<file path="src/rtl/inst_sram_responder_pkg.sv">
// Shared definitions for the instruction-fetch SRAM responder and its wait-state counter.
package inst_sram_responder_pkg;

  localparam logic [31:0] INST_BASE_ADDR = 32'hBFB00000;
  localparam int          INST_W         = 32;
  localparam logic [INST_W-1:0] NOP_INST = '0;
  localparam int          WAIT_CTR_W     = 4;

  typedef enum logic {
    IDLE   = 1'b0,
    ACCESS = 1'b1
  } respState_e;

  // Counter reload value: the capture happens on the cycle the counter reads zero.
  function automatic logic [WAIT_CTR_W-1:0] waitLoadValue(input int waitCycles);
    return WAIT_CTR_W'(waitCycles - 1);
  endfunction

endpackage

</file>
<file path="src/rtl/inst_sram_responder_sram_wait_ctr.sv">
// Loadable down-counter for SRAM wait states; saturates at zero rather than wrapping.
module sram_wait_ctr
  import inst_sram_responder_pkg::*;
(
  input  logic                  clk,
  input  logic                  rst,
  input  logic                  i_load,
  input  logic                  i_en,
  input  logic [WAIT_CTR_W-1:0] i_loadVal,
  output logic                  o_zero
);

  logic [WAIT_CTR_W-1:0] r_count;

  always_ff @(posedge clk) begin
    if (rst) begin
      r_count <= '0;
    end else if (i_load) begin
      r_count <= i_loadVal;
    end else if (i_en && (r_count != '0)) begin
      r_count <= r_count - 1'b1;
    end
  end

  assign o_zero = (r_count == '0);

endmodule

</file>
<file path="src/rtl/inst_sram_responder.sv">
// Instruction-fetch responder: turns pc/ce requests into wait-stated asynchronous SRAM reads.
// Optional address window/alignment check enabled by defining INST_SRAM_ADDR_CHECK_EN.
module inst_sram_responder
  import inst_sram_responder_pkg::*;
#(
  parameter logic [31:0] BASE_ADDR   = INST_BASE_ADDR,
  parameter int          ADDR_W      = 20,
  parameter int          WAIT_CYCLES = 2
) (
  input  logic              clk,
  input  logic              rst,
  input  logic              ce,
  input  logic [31:0]       pc,
  output logic [INST_W-1:0] inst,
  output logic              inst_valid,
  output logic              stallreq,
  output logic              addr_err,
  output logic [ADDR_W-1:0] sram_addr,
  output logic              sram_ce_n,
  output logic              sram_oe_n,
  input  logic [INST_W-1:0] sram_rdata
);

  respState_e        r_state;
  logic [31:0]       r_lastPc;
  logic [31:0]       r_reqPc;
  logic              r_lastValid;
  logic [INST_W-1:0] r_inst;
  logic              r_instValid;
  logic [ADDR_W-1:0] r_sramAddr;
  logic              r_sramCeN;
  logic              r_sramOeN;

  logic              w_newReq;
  logic              w_addrOk;
  logic              w_accept;
  logic              w_ctrZero;
  logic [32:0]       w_offset;

  // Extra top bit catches a borrow when pc lies below the window base.
  assign w_offset = {1'b0, pc} - {1'b0, BASE_ADDR};
  assign w_newReq = ce && (!r_lastValid || (pc != r_lastPc));

`ifdef INST_SRAM_ADDR_CHECK_EN
  localparam logic [32:0] WINDOW_BYTES = 33'(1) << (ADDR_W + 2);
  logic r_addrErr;
  assign w_addrOk = (pc[1:0] == 2'b00) && !w_offset[32] && (w_offset < WINDOW_BYTES);
  assign addr_err = r_addrErr;
`else
  logic w_unusedBits;
  assign w_addrOk     = 1'b1;
  assign addr_err     = 1'b0;
  assign w_unusedBits = ^{w_offset[32:ADDR_W+2], w_offset[1:0]};
`endif

  assign w_accept = (r_state == IDLE) && w_newReq && w_addrOk;
  assign stallreq = w_accept || (r_state == ACCESS);

  sram_wait_ctr u_waitCtr (
    .clk       (clk),
    .rst       (rst),
    .i_load    (w_accept),
    .i_en      (r_state == ACCESS),
    .i_loadVal (waitLoadValue(WAIT_CYCLES)),
    .o_zero    (w_ctrZero)
  );

  always_ff @(posedge clk) begin
    if (rst) begin
      r_state     <= IDLE;
      r_lastPc    <= '0;
      r_reqPc     <= '0;
      r_lastValid <= 1'b0;
      r_inst      <= '0;
      r_instValid <= 1'b0;
      r_sramAddr  <= '0;
      r_sramCeN   <= 1'b1;
      r_sramOeN   <= 1'b1;
`ifdef INST_SRAM_ADDR_CHECK_EN
      r_addrErr   <= 1'b0;
`endif
    end else begin
      r_instValid <= 1'b0;
`ifdef INST_SRAM_ADDR_CHECK_EN
      r_addrErr   <= 1'b0;
`endif
      case (r_state)
        IDLE: begin
          if (w_accept) begin
            r_sramAddr <= w_offset[ADDR_W+1:2];
            r_sramCeN  <= 1'b0;
            r_sramOeN  <= 1'b0;
            r_reqPc    <= pc;
            r_state    <= ACCESS;
          end
`ifdef INST_SRAM_ADDR_CHECK_EN
          // A rejected fetch still completes from the pipeline's view, delivering a NOP.
          else if (w_newReq) begin
            r_inst      <= NOP_INST;
            r_instValid <= 1'b1;
            r_addrErr   <= 1'b1;
            r_lastPc    <= pc;
            r_lastValid <= 1'b1;
          end
`endif
        end
        ACCESS: begin
          if (w_ctrZero) begin
            r_inst      <= sram_rdata;
            r_instValid <= 1'b1;
            r_lastPc    <= r_reqPc;
            r_lastValid <= 1'b1;
            r_sramCeN   <= 1'b1;
            r_sramOeN   <= 1'b1;
            r_state     <= IDLE;
          end
        end
        default: r_state <= IDLE;
      endcase
    end
  end

  assign inst       = r_inst;
  assign inst_valid = r_instValid;
  assign sram_addr  = r_sramAddr;
  assign sram_ce_n  = r_sramCeN;
  assign sram_oe_n  = r_sramOeN;

endmodule

</file>
<file path="config.mk">
export PLATFORM = sky130hd
export DESIGN_NAME = inst_sram_responder
export DESIGN_NICKNAME = d
export VERILOG_FILES = /design/src/rtl/inst_sram_responder_pkg.sv /design/src/rtl/inst_sram_responder_sram_wait_ctr.sv /design/src/rtl/inst_sram_responder.sv
export SDC_FILE = /design/constraint.sdc
export NUM_CORES = 1
export LEC_CHECK = 0
export CAP_MARGIN = 20
export CORE_MARGIN = 4
export CORE_UTILIZATION = 56
export DETAILED_ROUTE_END_ITERATION = 6
export DONT_BUFFER_PORTS = 1
export GPL_ROUTABILITY_DRIVEN = 0
export PLACE_DENSITY = 0.74
export SLEW_MARGIN = 20
export SYNTH_ARGS = -nofsm -noshare
export SYNTH_HDL_FRONTEND = slang
export SYNTH_HIERARCHICAL = 1
export SYNTH_SLANG_ARGS = --single-unit
</file>
<file path="constraint.sdc">
create_clock -name clk -period 1.9 [get_ports clk]
set_input_delay 0.19 -clock clk [delete_from_list [all_inputs] [get_ports clk]]
set_output_delay 0.19 -clock clk [all_outputs]
set_load 0.1 [all_outputs]
</file>
==> After elaboration in Yosys (flattened, before gate mapping) <==
Cells that the tools add are included.
{ "totals": {"reg_bits": 124, "inputBits": 67, "elab_cells": 39} }
{ "op_classes": {"n_addsub": 2, "n_eq_ne": 3, "muxes": 9, "bitwise_logic": 1, "reduce_logical": 14} }
{ "ops": {"columns": ["cell", "n"], "rows": [
  ["$ne 32x32->1", 1],
  ["$sub 22x22->22 const B", 1],
  ["$mux 1", 7],
  ["$reduce_and 2->1", 3],
  ["$logic_not 4->1", 1],
  ["$pmux 1 s2", 2],
  ["$reduce_bool 4->1", 1],
  ["$reduce_or 2->1", 2],
  ["$sub 4x1->4 const B", 1],
  ["$logic_and 1x1->1", 3],
  ["$logic_or 1x1->1", 2],
  ["$ne 2x1->1 const B", 1],
  ["$ne 2x2->1 const B", 1],
  ["$reduce_bool 2->1", 1],
  ["$logic_not 1->1", 1],
  ["$not 1->1", 1]
]} }

==> Logic depth before layout (Yosys ltp) <==
Gate-level depths: netlist of run 1.
{ "depth": {"depth_word": 6, "depth_mapped": 9, "mapped_depth_nobuf": 7} }

==> Modules after synthesis <==
Netlist of run 1, hierarchy kept.
{ "by_module_without_submodules": {"columns": ["mod", "instances", "cells_per_inst", "area_each_um2", "seq_area_each_um2"], "rows": [
  ["inst_sram_responder", 1, 371, 3950.0, 2042.0],
  ["sram_wait_ctr", 1, 29, 262.8, 80.1]
]} }

==> Worst setup path before layout of run 1 <==
OpenSTA, ideal clock, no wires.
{ "synth_path": {"path_kind": "reg-to-reg", "startpoint": "reg u_waitCtr.r_count[1]", "endpoint": "reg r_inst[0], in the netlist inst[0]", "setup_ps": 62, "arrival_ps": 1978, "required_ps": 1838, "slack_ps": -141, "path_stages_with_launch": 9, "path_buffers": 2, "cell_sequence": "dfxtp_1 > inv_1 > ha_1 > or3b_4 > inv_1 > and3_1 > clkbuf_1 > clkbuf_1 > a22o_1"} }
{ "synth_via": {"elab_chain_len": 2} }
{ "synth_rtl": {"columns": ["item", "line", "rtl"], "rows": [
  ["from (decl)", "inst_sram_responder_sram_wait_ctr.sv:13", "logic [WAIT_CTR_W-1:0] r_count;"],
  ["from (signal assigned)", "inst_sram_responder_sram_wait_ctr.sv:19", "r_count <= i_loadVal;"],
  ["from (signal assigned)", "inst_sram_responder_sram_wait_ctr.sv:21", "r_count <= r_count - 1'b1;"],
  ["$logic_not 4->1", "inst_sram_responder_sram_wait_ctr.sv:25", "assign o_zero = (r_count == '0);"],
  ["via w_ctrZero", "inst_sram_responder.sv:37", "logic w_ctrZero;"],
  ["$reduce_and 2->1 (no source line)", null, null],
  ["to (signal assigned)", "inst_sram_responder.sv:109", "r_inst <= sram_rdata;"],
  ["to (decl)", "inst_sram_responder.sv:28", "logic [INST_W-1:0] r_inst;"]
]} }
The timed path passes the listed nets, and every way through them passes these cells.
A chain may end at the register's enable or synchronous reset.

==> Worst setup path after layout of run 1 <==
{ "layout_path": {"startpoint": "reg r_lastPc[15]", "endpoint": "out stallreq"} }
{ "layout_via": {"elab_chain_len": 5} }
{ "layout_rtl": {"columns": ["item", "line", "rtl"], "rows": [
  ["from (decl)", "inst_sram_responder.sv:25", "logic [31:0] r_lastPc;"],
  ["from (signal assigned)", "inst_sram_responder.sv:111", "r_lastPc <= r_reqPc;"],
  ["$ne 32x32->1", "inst_sram_responder.sv:42", "assign w_newReq = ce && (!r_lastValid || (pc != r_lastPc));"],
  ["$logic_or 1x1->1", "inst_sram_responder.sv:42", null],
  ["$logic_and 1x1->1", "inst_sram_responder.sv:42", null],
  ["$logic_and 1x1->1", "inst_sram_responder.sv:56", "assign w_accept = (r_state == IDLE) && w_newReq && w_addrOk;"],
  ["$logic_or 1x1->1", "inst_sram_responder.sv:57", "assign stallreq = w_accept || (r_state == ACCESS);"],
  ["to (decl)", "inst_sram_responder.sv:16", "output logic stallreq,"]
]} }
Every way passes these cells.

==> metrics.md, run 1 <==
| Metric | Value |
|---|---|
| Unique cell type count in the Yosys netlist | `37` |
| Dpl ws | `-0.0831 ns` |
| Syn Area/Cell | `10.5 sq um` |
| Post-Syn Area | `4210 sq um` |
| Slew @ Worst Pin | `0.546 ns` |
| Clock tree buffer depth | `2` |
| Hold Startpoint | `pc[21]` |
| RR Startpoint | `r_lastPc[15]` |
| Register bit count reported by yosys | `106` |
| Hold Fails Final Rpt | `0` |
| Worst setup startpoint | `r_lastPc[15]` |
| Starting Density | `0.578` |
| Rows | `31` |
| Setup crit start kind | `register` |
| Routed WL | `11.4 mm` |
| Crit-path max FO | `2` |
| Skew-Pair Late Insertion Delay | `0.36 ns` |
| Largest net degree at the start of global routing | `46` |
| EDFF count, synth | `0` |
| I/O pin count | `124` |
| CTS tree | `yes` |
| Outcome | `complete, but fails checks` |
| RSZ-0062 raised after global routing | `true` |
| CTS H-tree depth | `3` |
| Critical Path Sink | `stallreq` |
| GRT overflow | `0` |
| VDD IR max | `527 uV` |
| Residual DRC count | `0` |
| Detailed Place HPWL | `6.55 mm` |
| CTS Sinks | `106` |
| Final #Nets | `574` |
| Post-route ant nets | `0` |
| Yosys warns | `6` |
| First-pass GRT wire length | `17.1 mm` |
| Min Clock Period, post-route | `2.12 ns` |
| CTS Buf Count | `9` |
| Root buf cell | `clkbuf_8` |
| Hold Path Class | `in -> reg` |
| R2R Setup Slk | `-0.04 ns` |
| Most frequent cells after synthesis | `dfxtp_1, nand2_1, a22o_1` |
| Worst EP required | `1.71 ns` |
| Die footprint | `8970 sq um` |
| Relative slew slack | `0.639` |
| Routed len/inst | `18.7 microns` |
| Worst reg-to-reg path cell count | `7` |
| Clock transition at path regs | `0.10 ns` |
| Final Slew Violations | `0` |
| Fin Setup TNS | `-0.294 ns` |
| Leak | `2.45 nW` |
| Vias per cell | `5.52` |
| IO Port Bufs | `0` |
| Synth area leader | `dfxtp_1` |
| Final period util | `1.12` |
| Vias in the first global route | `3364` |
| Share of the synthesized area in the top cell type | `0.504` |
| Critical path endpoint category | `output port` |
| Top-count cell post-synth | `dfxtp_1` |
| DRT iter0 DRCs | `134` |
| Cells after Synth | `400` |
| Vias | `3374` |
| Initial antenna violation count | `0` |
| Core area | `7290 sq um` |
| Die H | `94.7 microns` |
| Overall global routing resource usage | `0.250` |
| Failing checks | `setup timing` |
| Post-route setup slack | `-0.223 ns` |
| Final setup fails | `8` |
| Synth area leaders | `dfxtp_1, a22o_1, mux2i_1` |
| Ys async rst share | `0` |
| Clk_skew | `0.0127 ns` |
| Layout cells sized above 1 | `0.211` |
| Max Fclk | `0.471 GHz` |
| Worst EP arrival | `1.93 ns` |
| Reg-to-Reg End | `u_waitCtr/r_count[2]` |
| Sequential fraction of the synthesis area | `0.504` |
| Die X | `94.7 microns` |
| Tightest hold margin | `0.0398 ns` |
| Max_cap viols | `0` |
| Pwr per Cell Area | `910 nW/um^2` |
| Drt pass-1 iters | `4` |
| Core Util, Final | `0.770` |
| Pwr Total | `0.00511 W` |
| Synth Flop Type | `dfxtp_1` |
| Layout area overhead | `33.4%` |
| WS Path Type | `reg -> out` |
## report_power, final
part	internal, W	switching, W	total (W)
Combinational	0.000442	0.000982	0.00142
Clock	0.000494	0.000762	0.00126
Sequential	0.00235	0.0000764	0.00243
## worst min path at each step
stage | endpoint | slack, ns | cells after the start
after floorplan | u_waitCtr/r_count[0] | 0.26 | 1
after global placement | u_waitCtr/r_count[0] | 0.26 | 1
after detailed placement | u_waitCtr/r_count[0] | 0.27 | 1
after CTS | sram_addr[19] | 0.03 | 3
after global routing | sram_addr[19] | 0.05 | 3
final | sram_addr[19] | 0.04 | 3
## layout by cell type (no fill, tap or decap), types with 2 or more instances in the layout
cell type and instances:
nand3_1 3, inv_2 3, inv_1 4, clkbuf_16 2, nand2_1 70, xor2_1 31, nor3_1 2, clkbuf_8 9
a22o_1 63, dlygate4sd3_1 66, buf_4 62, mux2i_1 34, inv_6 2, conb_1 5, buf_12 6, nor4_1 2
dfxtp_1 103, clkinv_4 3, nor2_1 6, nor2b_1 2, a311oi_1 2, a21o_1 2, nor4_2 5, dfxtp_2 3
## per-stage QoR
stage	std cells	area, sq um
2_1_floorplan	403	4240
3_3_place_gp	525	4650
5_1_grt	610	5620
6_report	611	5620
3_5_place_dp	525	4650
4_1_cts	608	5530
## metal layers
metal | wire length (microns) | track usage
met3 | 708 | 0.0534
met5 | 0 | 0
met4 | 335 | 0.103
met1 | 4560 | 0.307
met2 | 5810 | 0.423
## state kept, by name, summed over array words and instances (netlist names)
| name | cells |
|---|---|
| r_state | 1 |
| sram_oe_n | 1 |
| u_waitCtr/r_count | 4 |
| inst_valid | 1 |
| sram_addr | 2 |
| inst | 32 |
| r_lastValid | 1 |
| r_reqPc | 32 |
| r_lastPc | 32 |
## logic make-up (layout without fill, tap and decap cells)
group / Yosys count / in the layout / synth area share
AO/OA/AOI/OAI: 76 / 76 / 0.160
XOR/XNOR: 33 / 33 / 0.0686
adder cells (fa/ha/maj): 1 / 1 / 0.00297
buffers and inverters: 52 / 160 / 0.0775
flip-flops: 106 / 106 / 0.504
multiplexers: 35 / 35 / 0.0843
other: 2 / 6 / 0.00178
AND/OR/NAND/NOR: 95 / 95 / 0.101
## critical path, cell delays in order (launching register included)
cell	delay (ns)
dfxtp_1	0.33
xor2_1	0.16
nor4_1	0.28
nand4_1	0.19
o31ai_2	0.30
nand2_1	0.13
buf_12	0.18
## timing repair
action,in CTS,in global routing
buffers inserted,0,0
pin swaps,5,7
resized for setup,7,5
hold buffers,66,0
cloned,1,2
setup endpoints to repair,83,42
endpoints found under the hold margin,68,0
## area by class of cell
cell class / count / area, sq um
Inverter: 7 / 26.3
Multi-Input combinational cell: 245 / 1840
Clock inverter: 6 / 51.3
Timing Repair Buffer: 137 / 1320
Tap cell: 99 / 124
Clock buffer: 10 / 128
Sequential cell: 106 / 2130
Antenna cell: 1 / 2.50
Fill cell: 459 / 1670
No activity file was read; power rests on OpenSTA's default activity.
==> run 2: changes to the inputs <==
--- a/config.mk
+++ b/config.mk
@@ -7,11 +7,11 @@
 export LEC_CHECK = 0
 export CAP_MARGIN = 20
 export CORE_MARGIN = 4
-export CORE_UTILIZATION = 56
+export CORE_UTILIZATION = 62
 export DETAILED_ROUTE_END_ITERATION = 6
 export DONT_BUFFER_PORTS = 1
 export GPL_ROUTABILITY_DRIVEN = 0
-export PLACE_DENSITY = 0.74
+export PLACE_DENSITY = 0.78
 export SLEW_MARGIN = 20
 export SYNTH_ARGS = -nofsm -noshare
 export SYNTH_HDL_FRONTEND = slang
==> constraint.sdc (replaced) <==
create_clock -name clk -period 1.99 [get_ports clk]
set_input_delay 0.199 -clock clk [delete_from_list [all_inputs] [get_ports clk]]
set_output_delay 0.199 -clock clk [all_outputs]
set_load 0.1 [all_outputs]
==> metrics.md, run 2 (synthesis gave the netlist of run 1 again) <==
| Metric | Value |
|---|---|
| Outcome | `complete, but fails checks` |
| Failing checks | `setup timing` |
| N_diodes | `0 (-1)` |
| Worst Hold Path Cells | `2 (-1)` |
| WS Path Type | `reg -> out` |
| GRT overflow | `0 (unchanged)` |
| Register area | `2130 sq um (unchanged)` |
| Relative slew slack | `0.546 (-0.0934)` |
| GRT Max-Usage Layer | `met2` |
| CP max-delay cell | `dfxtp_2` |
| Met2 Usage GRT | `0.528 (+0.104)` |
| Rows | `29 (-6.5%)` |
| Crit path buf inv count | `1 (unchanged)` |
| Max Fclk | `0.436 GHz` |
| Detailed Place HPWL | `6.33 mm (-3.4%)` |
| Reg-to-Reg End | `u_waitCtr/r_count[1]` |
| Multi-input logic area | `1870 sq um (+1.9%)` |
| Placed cells | `499 (-5.0%)` |
| Routed WL | `12.8 mm (+13%)` |
| Core area | `6460 sq um (-11%)` |
| Worst reg-to-reg path cell count | `8 (+1)` |
| Hold Startpoint | `ce` |
| Global Route met1 Usage | `0.335 (+0.0273)` |
| Fillcell total | `269 (-41%)` |
| Root buf cell | `clkbuf_8` |
| Critical path endpoint category | `output port` |
| First-pass GRT wire length | `19.3 mm (+13%)` |
| Residual DRC count | `0 (unchanged)` |
| Hold Path Class | `in -> reg` |
| RR Startpoint | `r_lastPc[15]` |
| Layout cells sized above 1 | `0.230 (+0.0182)` |
| Crit-path cells | `xor2_1 -> nor4_2 -> nand4_1 -> o31ai_2 -> nand2_1 -> buf_12` |
| Overall global routing resource usage | `0.296 (+0.0462)` |
| Vias per cell | `6.05 (+9.6%)` |
| Leak | `2.53 nW (+3.5%)` |
| Starting Density | `0.652 (+0.0745)` |
| Pwr per Cell Area | `908 nW/um^2 (-0.19%)` |
| Vias in the first global route | `3732 (+11%)` |
| VDD IR max | `720 uV (+37%)` |
| CP peak stage delay | `0.34 ns (about the same)` |
| Clock transition at path regs | `0.10 ns (about the same)` |
| Worst EP arrival | `2.09 ns (+0.16 ns)` |
| IO Port Bufs | `0 (unchanged)` |
| Post-route ant nets | `0 (unchanged)` |
| Min Clock Period, post-route | `2.29 ns` |
| Non-filler cells in the finished layout | `591 (-3.3%)` |
| Vias | `3576 (+6.0%)` |
| Setup crit start kind | `register` |
| Skew-Pair Late Insertion Delay | `0.37 ns (about the same)` |
| Hold path endpoint | `r_state` |
| Layout area overhead | `36.9%` |
| CTS tree | `yes` |
| Die footprint | `8180 sq um (-8.9%)` |
| Post-route setup slack | `-0.302 ns (-0.0787 ns)` |
| Hold Fails Final Rpt | `0 (unchanged)` |
| Final #Nets | `577 (+0.52%)` |
| CTS Sinks | `106 (unchanged)` |
| DRT iter0 DRCs | `208 (+55%)` |
| Initial antenna violation count | `0 (unchanged)` |
| Clk_skew | `0.0148 ns (+0.00204 ns)` |
| Final Slew Violations | `0 (unchanged)` |
| Die X | `90.4 microns (-4.5%)` |
| CTS Buf Count | `9 (unchanged)` |
| Final period util | `1.15` |
| Tightest hold margin | `0.0523 ns (+0.0125 ns)` |
| Crit-path max FO | `2 (unchanged)` |
| I/O pin count | `124 (unchanged)` |
| Drt pass-1 iters | `5 (+1)` |
| CTS H-tree depth | `3 (unchanged)` |
| Routed len/inst | `21.7 microns (+16%)` |
| Die H | `90.4 microns (-4.5%)` |
| Final setup fails | `40 (+32)` |
| GR Util met3 | `0.0833 (+0.0299)` |
| Clock tree buffer depth | `2 (unchanged)` |
| Largest net degree at the start of global routing | `68 (+48%)` |
| Max_cap viols | `0 (unchanged)` |
| Pwr Total | `0.00524 W (+2.5%)` |
| Slew @ Worst Pin | `0.681 ns (+0.136 ns)` |
| R2R Setup Slk | `-0.23 ns (-0.19 ns)` |
| Most frequent cells in the layout | `dfxtp_1, nand2_1, dlygate4sd3_1` |
| Commonest non-fill, non-tap cell in the layout | `dfxtp_1` |
| Largest delay share family, worst path | `simple AND/OR/NAND/NOR gates` |
| Dpl ws | `-0.0597 ns (+0.0234 ns)` |
| Worst EP required | `1.79 ns (+0.08 ns)` |
| RSZ-0062 raised after global routing | `true` |
[run 2: cell types whose count changed in the layout (fill, tap and decap cells not counted), sizes merged]
cell and delta:
buf +5, bufinv +2, clkbuf -2, clkinv -1
diode -1, dlygate4sd3 -1
[run 2: final cells by class]
type,count,area share
Clock inverter,7,0.0171
Sequential cell,106,0.369
Clock buffer,9,0.0215
Tap cell,77,0.0167
Multi-Input combinational cell,245,0.325
Inverter,7,0.00586
Timing Repair Buffer,140,0.246
[run 2: report_power, final]
part | switching (W) | internal [W]
clock | 0.000752 | 0.000718
sequential | 0.0000786 | 0.00225
combinational | 0.000980 | 0.000459
[run 2: what timing repair did]
item,CTS,global route
buffers inserted,9,0
endpoints found under the setup margin,39,83
gates resized for setup,26,10
gates cloned,3,1
hold endpoints to repair,66,1
pin swaps,11,4
hold buffers,64,1
[run 2: stage by stage]
stage / TNS (ns) / instance area, sq um / utilization
6_report: -6.97 / 5770 / 0.893
5_1_grt: -9.36 / 5770 / 0.893
4_1_cts: -2.77 / 5690 / 0.881
3_5_place_dp: -0.316 / 4580 / 0.709
3_3_place_gp: 0 / 4580 / 0.709
2_1_floorplan: -1.40 / 4230 / -
[run 2: layer usage]
| metal | share of wire | vias to the layer above |
|---|---|---|
| met4 | 0.030 | 0 |
| met2 | 0.52 | 195 |
| met3 | 0.081 | 37 |
| li1 | - | 1596 |
| met1 | 0.37 | 1748 |
| met5 | 0 | - |
[run 2: worst max path at each step]
stage	from	endpoint	slack (ns)	depth (start not counted)
2_1_floorplan	u_waitCtr/r_count[1]	inst[0]	-0.05	8
3_3_place_gp	r_lastPc[15]	u_waitCtr/r_count[2]	0.06	7
3_5_place_dp	r_lastPc[30]	u_waitCtr/r_count[2]	-0.06	7
4_1_cts	r_lastPc[20]	stallreq	-0.22	6
5_1_grt	r_lastPc[15]	stallreq	-0.36	6
6_report	r_lastPc[15]	stallreq	-0.30	6
[run 2: worst register-to-register path: stages (launching register included)]
cell and delay [ns]:
dfxtp_2 0.34, xor2_1 0.18, nor4_2 0.31, nand4_1 0.22, buf_4 0.20, o31a_4 0.40
buf_6 0.14, a2111oi_4 0.18, a311o_1 0.19
==> run 3: changes to the inputs <==
--- a/config.mk
+++ b/config.mk
@@ -5,8 +5,9 @@
 export SDC_FILE = /design/constraint.sdc
 export NUM_CORES = 1
 export LEC_CHECK = 0
-export CAP_MARGIN = 20
-export CORE_MARGIN = 4
+export ABC_CLOCK_PERIOD_IN_PS = 1990
+export CAP_MARGIN = 10
+export CORE_MARGIN = 1.5
 export CORE_UTILIZATION = 62
 export DETAILED_ROUTE_END_ITERATION = 6
 export DONT_BUFFER_PORTS = 1
==> metrics.md, run 3 (synthesis gave the netlist of run 1 again) <==
| Metric | Value |
|---|---|
| Outcome | `complete, but fails checks` |
| Failing checks | `DRC, setup timing` |
| Max Fclk | `0.423 GHz (-3.1%)` |
| CP peak stage delay | `0.37 ns (+0.03 ns)` |
| Crit-path cells | `xor2_1 -> nor4_2 -> nand4_1 -> o31ai_4 -> nand2_2 -> buf_12` |
| Relative slew slack | `0.566 (+0.0197)` |
| R2R Setup Slk | `-0.31 ns (-0.08 ns)` |
| Most frequent cells in the layout | `dfxtp_1, nand2_1, dlygate4sd3_1` |
| Final period util | `1.19 (+0.0365)` |
| Worst reg-to-reg path cell count | `8 (unchanged)` |
| Leak | `2.51 nW (-0.89%)` |
| Vias in the first global route | `3413 (-8.5%)` |
| Die X | `85.4 microns (-5.5%)` |
| Min Clock Period, post-route | `2.36 ns (+0.0727 ns)` |
| Hold Fails Final Rpt | `0 (unchanged)` |
| Net switching power | `0.00179 W (-0.91%)` |
| Hold Startpoint | `ce` |
| Root buf cell | `clkbuf_8` |
| CP max-delay cell | `nor4_2` |
| CTS tree | `yes` |
| Routed WL | `12.3 mm (-4.1%)` |
| Seq pwr share | `0.457 (+0.013)` |
| WS Path Type | `reg -> out` |
| Final Slew Violations | `0 (unchanged)` |
| Hold path endpoint | `r_state` |
| Rows | `29 (unchanged)` |
| Placed cells | `501 (+0.40%)` |
| Overall global routing resource usage | `0.297 (+0.000647)` |
| Final setup fails | `40 (unchanged)` |
| Switching Share | `0.353 (+0.00730)` |
| Vias per cell | `5.95 (-1.6%)` |
| Skew-Pair Late Insertion Delay | `0.37 ns (about the same)` |
| Final Instance Area | `5710 sq um (-1.0%)` |
| Routed len/inst | `21.0 microns (-3.6%)` |
| Detailed Place HPWL | `6.08 mm (-3.9%)` |
| Drt pass-1 iters | `7 (+2)` |
| Layout area overhead | `35.5%` |
| Slew @ Worst Pin | `0.652 ns (-0.0295 ns)` |
| IO Port Bufs | `0 (unchanged)` |
| Register area | `2130 sq um (+0.12%)` |
| Clock tree buffer depth | `2 (unchanged)` |
| Commonest non-fill, non-tap cell in the layout | `dfxtp_1` |
| Crit-path max FO | `2 (unchanged)` |
| RSZ-0062 raised after global routing | `true` |
| Post-route setup slack | `-0.374 ns (-0.0727 ns)` |
| Layout cells sized above 1 | `0.227 (-0.00257)` |
| Clock Power Share | `0.265 (-0.016)` |
| Vias | `3500 (-2.1%)` |
| VDD IR max | `806 uV (+12%)` |
| Hold Path Class | `in -> reg` |
| I/O pin count | `124 (unchanged)` |
| Logic pwr share | `0.278 (+0.003)` |
| Multi-input logic area | `1890 sq um (+0.80%)` |
| CTS Buf Count | `9 (unchanged)` |
| Placed cell areas | `4630 sq um (+1.1%)` |
| Non-filler cells in the finished layout | `588 (-0.51%)` |
| Die footprint | `7300 sq um (-11%)` |
| Residual DRC count | `4 (+4)` |
| Worst EP arrival | `2.17 ns (+0.08 ns)` |
| Int Power | `0.00329 W (-4.0%)` |
| Worst EP required | `1.79 ns (about the same)` |
| Reg-to-Reg End | `u_waitCtr/r_count[1]` |
| Core area | `6460 sq um (unchanged)` |
| Largest net degree at the start of global routing | `68 (unchanged)` |
| Post-route ant nets | `0 (unchanged)` |
| GRT overflow | `0 (unchanged)` |
| First-pass GRT wire length | `16.7 mm (-14%)` |
| RR Startpoint | `r_lastPc[19]` |
| Die H | `85.4 microns (-5.5%)` |
| Final #Nets | `575 (-0.35%)` |
| Max_cap viols | `0 (unchanged)` |
| Fillcell total | `288 (+7.1%)` |
| CTS H-tree depth | `3 (unchanged)` |
| N_diodes | `0 (unchanged)` |
| Critical path endpoint category | `output port` |
| CTS Sinks | `106 (unchanged)` |
| Starting Density | `0.652 (unchanged)` |
| DRT iter0 DRCs | `224 (+7.7%)` |
| Setup crit start kind | `register` |
| Clock transition at path regs | `0.10 ns (about the same)` |
| Initial antenna violation count | `0 (unchanged)` |
| Worst Hold Path Cells | `2 (unchanged)` |
| Pwr per Cell Area | `890 nW/um^2 (-2.0%)` |
| Clk_skew | `0.0120 ns (-0.00277 ns)` |
-- run 3: cell count changes in the layout (fill, tap and decap cells not counted), moves of 2 or more --
cell       previous run  this run
buf_16                3         0
inv_6                 2         0
dfxtp_2               3         5
clkbuf_16             1         3
dfxtp_1             103       101
-- run 3: metal layers --
metal | GRT usage | share of wire
met1 | 0.337 | 0.38
met2 | 0.535 | 0.52
met3 | 0.0817 | 0.073
met4 | 0.0982 | 0.028
met5 | 0 | 0
-- run 3: worst max path at each step --
stage	slack [ns]	depth (start not counted)	endpoint	startpoint
after floorplan	-0.05	8	inst[0]	u_waitCtr/r_count[1]
after global placement	-0.03	7	u_waitCtr/r_count[2]	r_lastPc[30]
after detailed placement	-0.06	7	u_waitCtr/r_count[2]	r_lastPc[30]
after CTS	-0.16	7	stallreq	r_lastPc[0]
after global routing	-0.53	6	stallreq	r_lastPc[24]
final	-0.37	6	stallreq	r_lastPc[19]
-- run 3: metrics by stage --
stage	setup WS [ns]	setup TNS, ns	power (W)	hold WS (ns)	util
after floorplan	-0.0472	-1.40	0.00334	0.271	-
after global placement	-0.0250	-0.0250	0.00353	0.276	0.717
after detailed placement	-0.0626	-0.0626	0.00355	0.277	0.717
after CTS	-0.161	-2.65	0.00497	0.00172	0.857
after global routing	-0.535	-13.33	0.00524	0.0374	0.884
final	-0.374	-7.71	0.00508	0.0297	0.884
-- run 3: layout make-up --
class | instances | area share
Sequential cell | 106 | 0.373
Inverter | 7 | 0.00504
Tap cell | 77 | 0.0169
Clock inverter | 6 | 0.0134
Multi-Input combinational cell | 246 | 0.330
Clock buffer | 9 | 0.0217
Timing Repair Buffer | 137 | 0.240
-- run 3: power by group through the flow --
stage | clock, W | sequential [W] | combinational, W
after floorplan | 0 | 0.00272 | 0.000620
after global placement | 0 | 0.00235 | 0.00118
after detailed placement | 0 | 0.00236 | 0.00119
after CTS | 0.00135 | 0.00231 | 0.00131
after global routing | 0.00144 | 0.00234 | 0.00146
final | 0.00135 | 0.00232 | 0.00141
-- run 3: critical path: cells and delay by family (launching register included) --
kind,cells,cell delay [ns]
AO/OA/AOI/OAI,1,0.33
AND/OR/NAND/NOR,3,0.76
buffers and inverters,1,0.18
XOR/XNOR,1,0.18
flip-flops,1,0.35
-- run 3: repair_timing --
action,4_1_cts,5_1_grt
hold buffers,64,0
resized for setup,12,16
hold endpoints to repair,66,0
buffers inserted,1,3
pin swaps,8,9
cloned,0,5
endpoints found under the setup margin,15,40
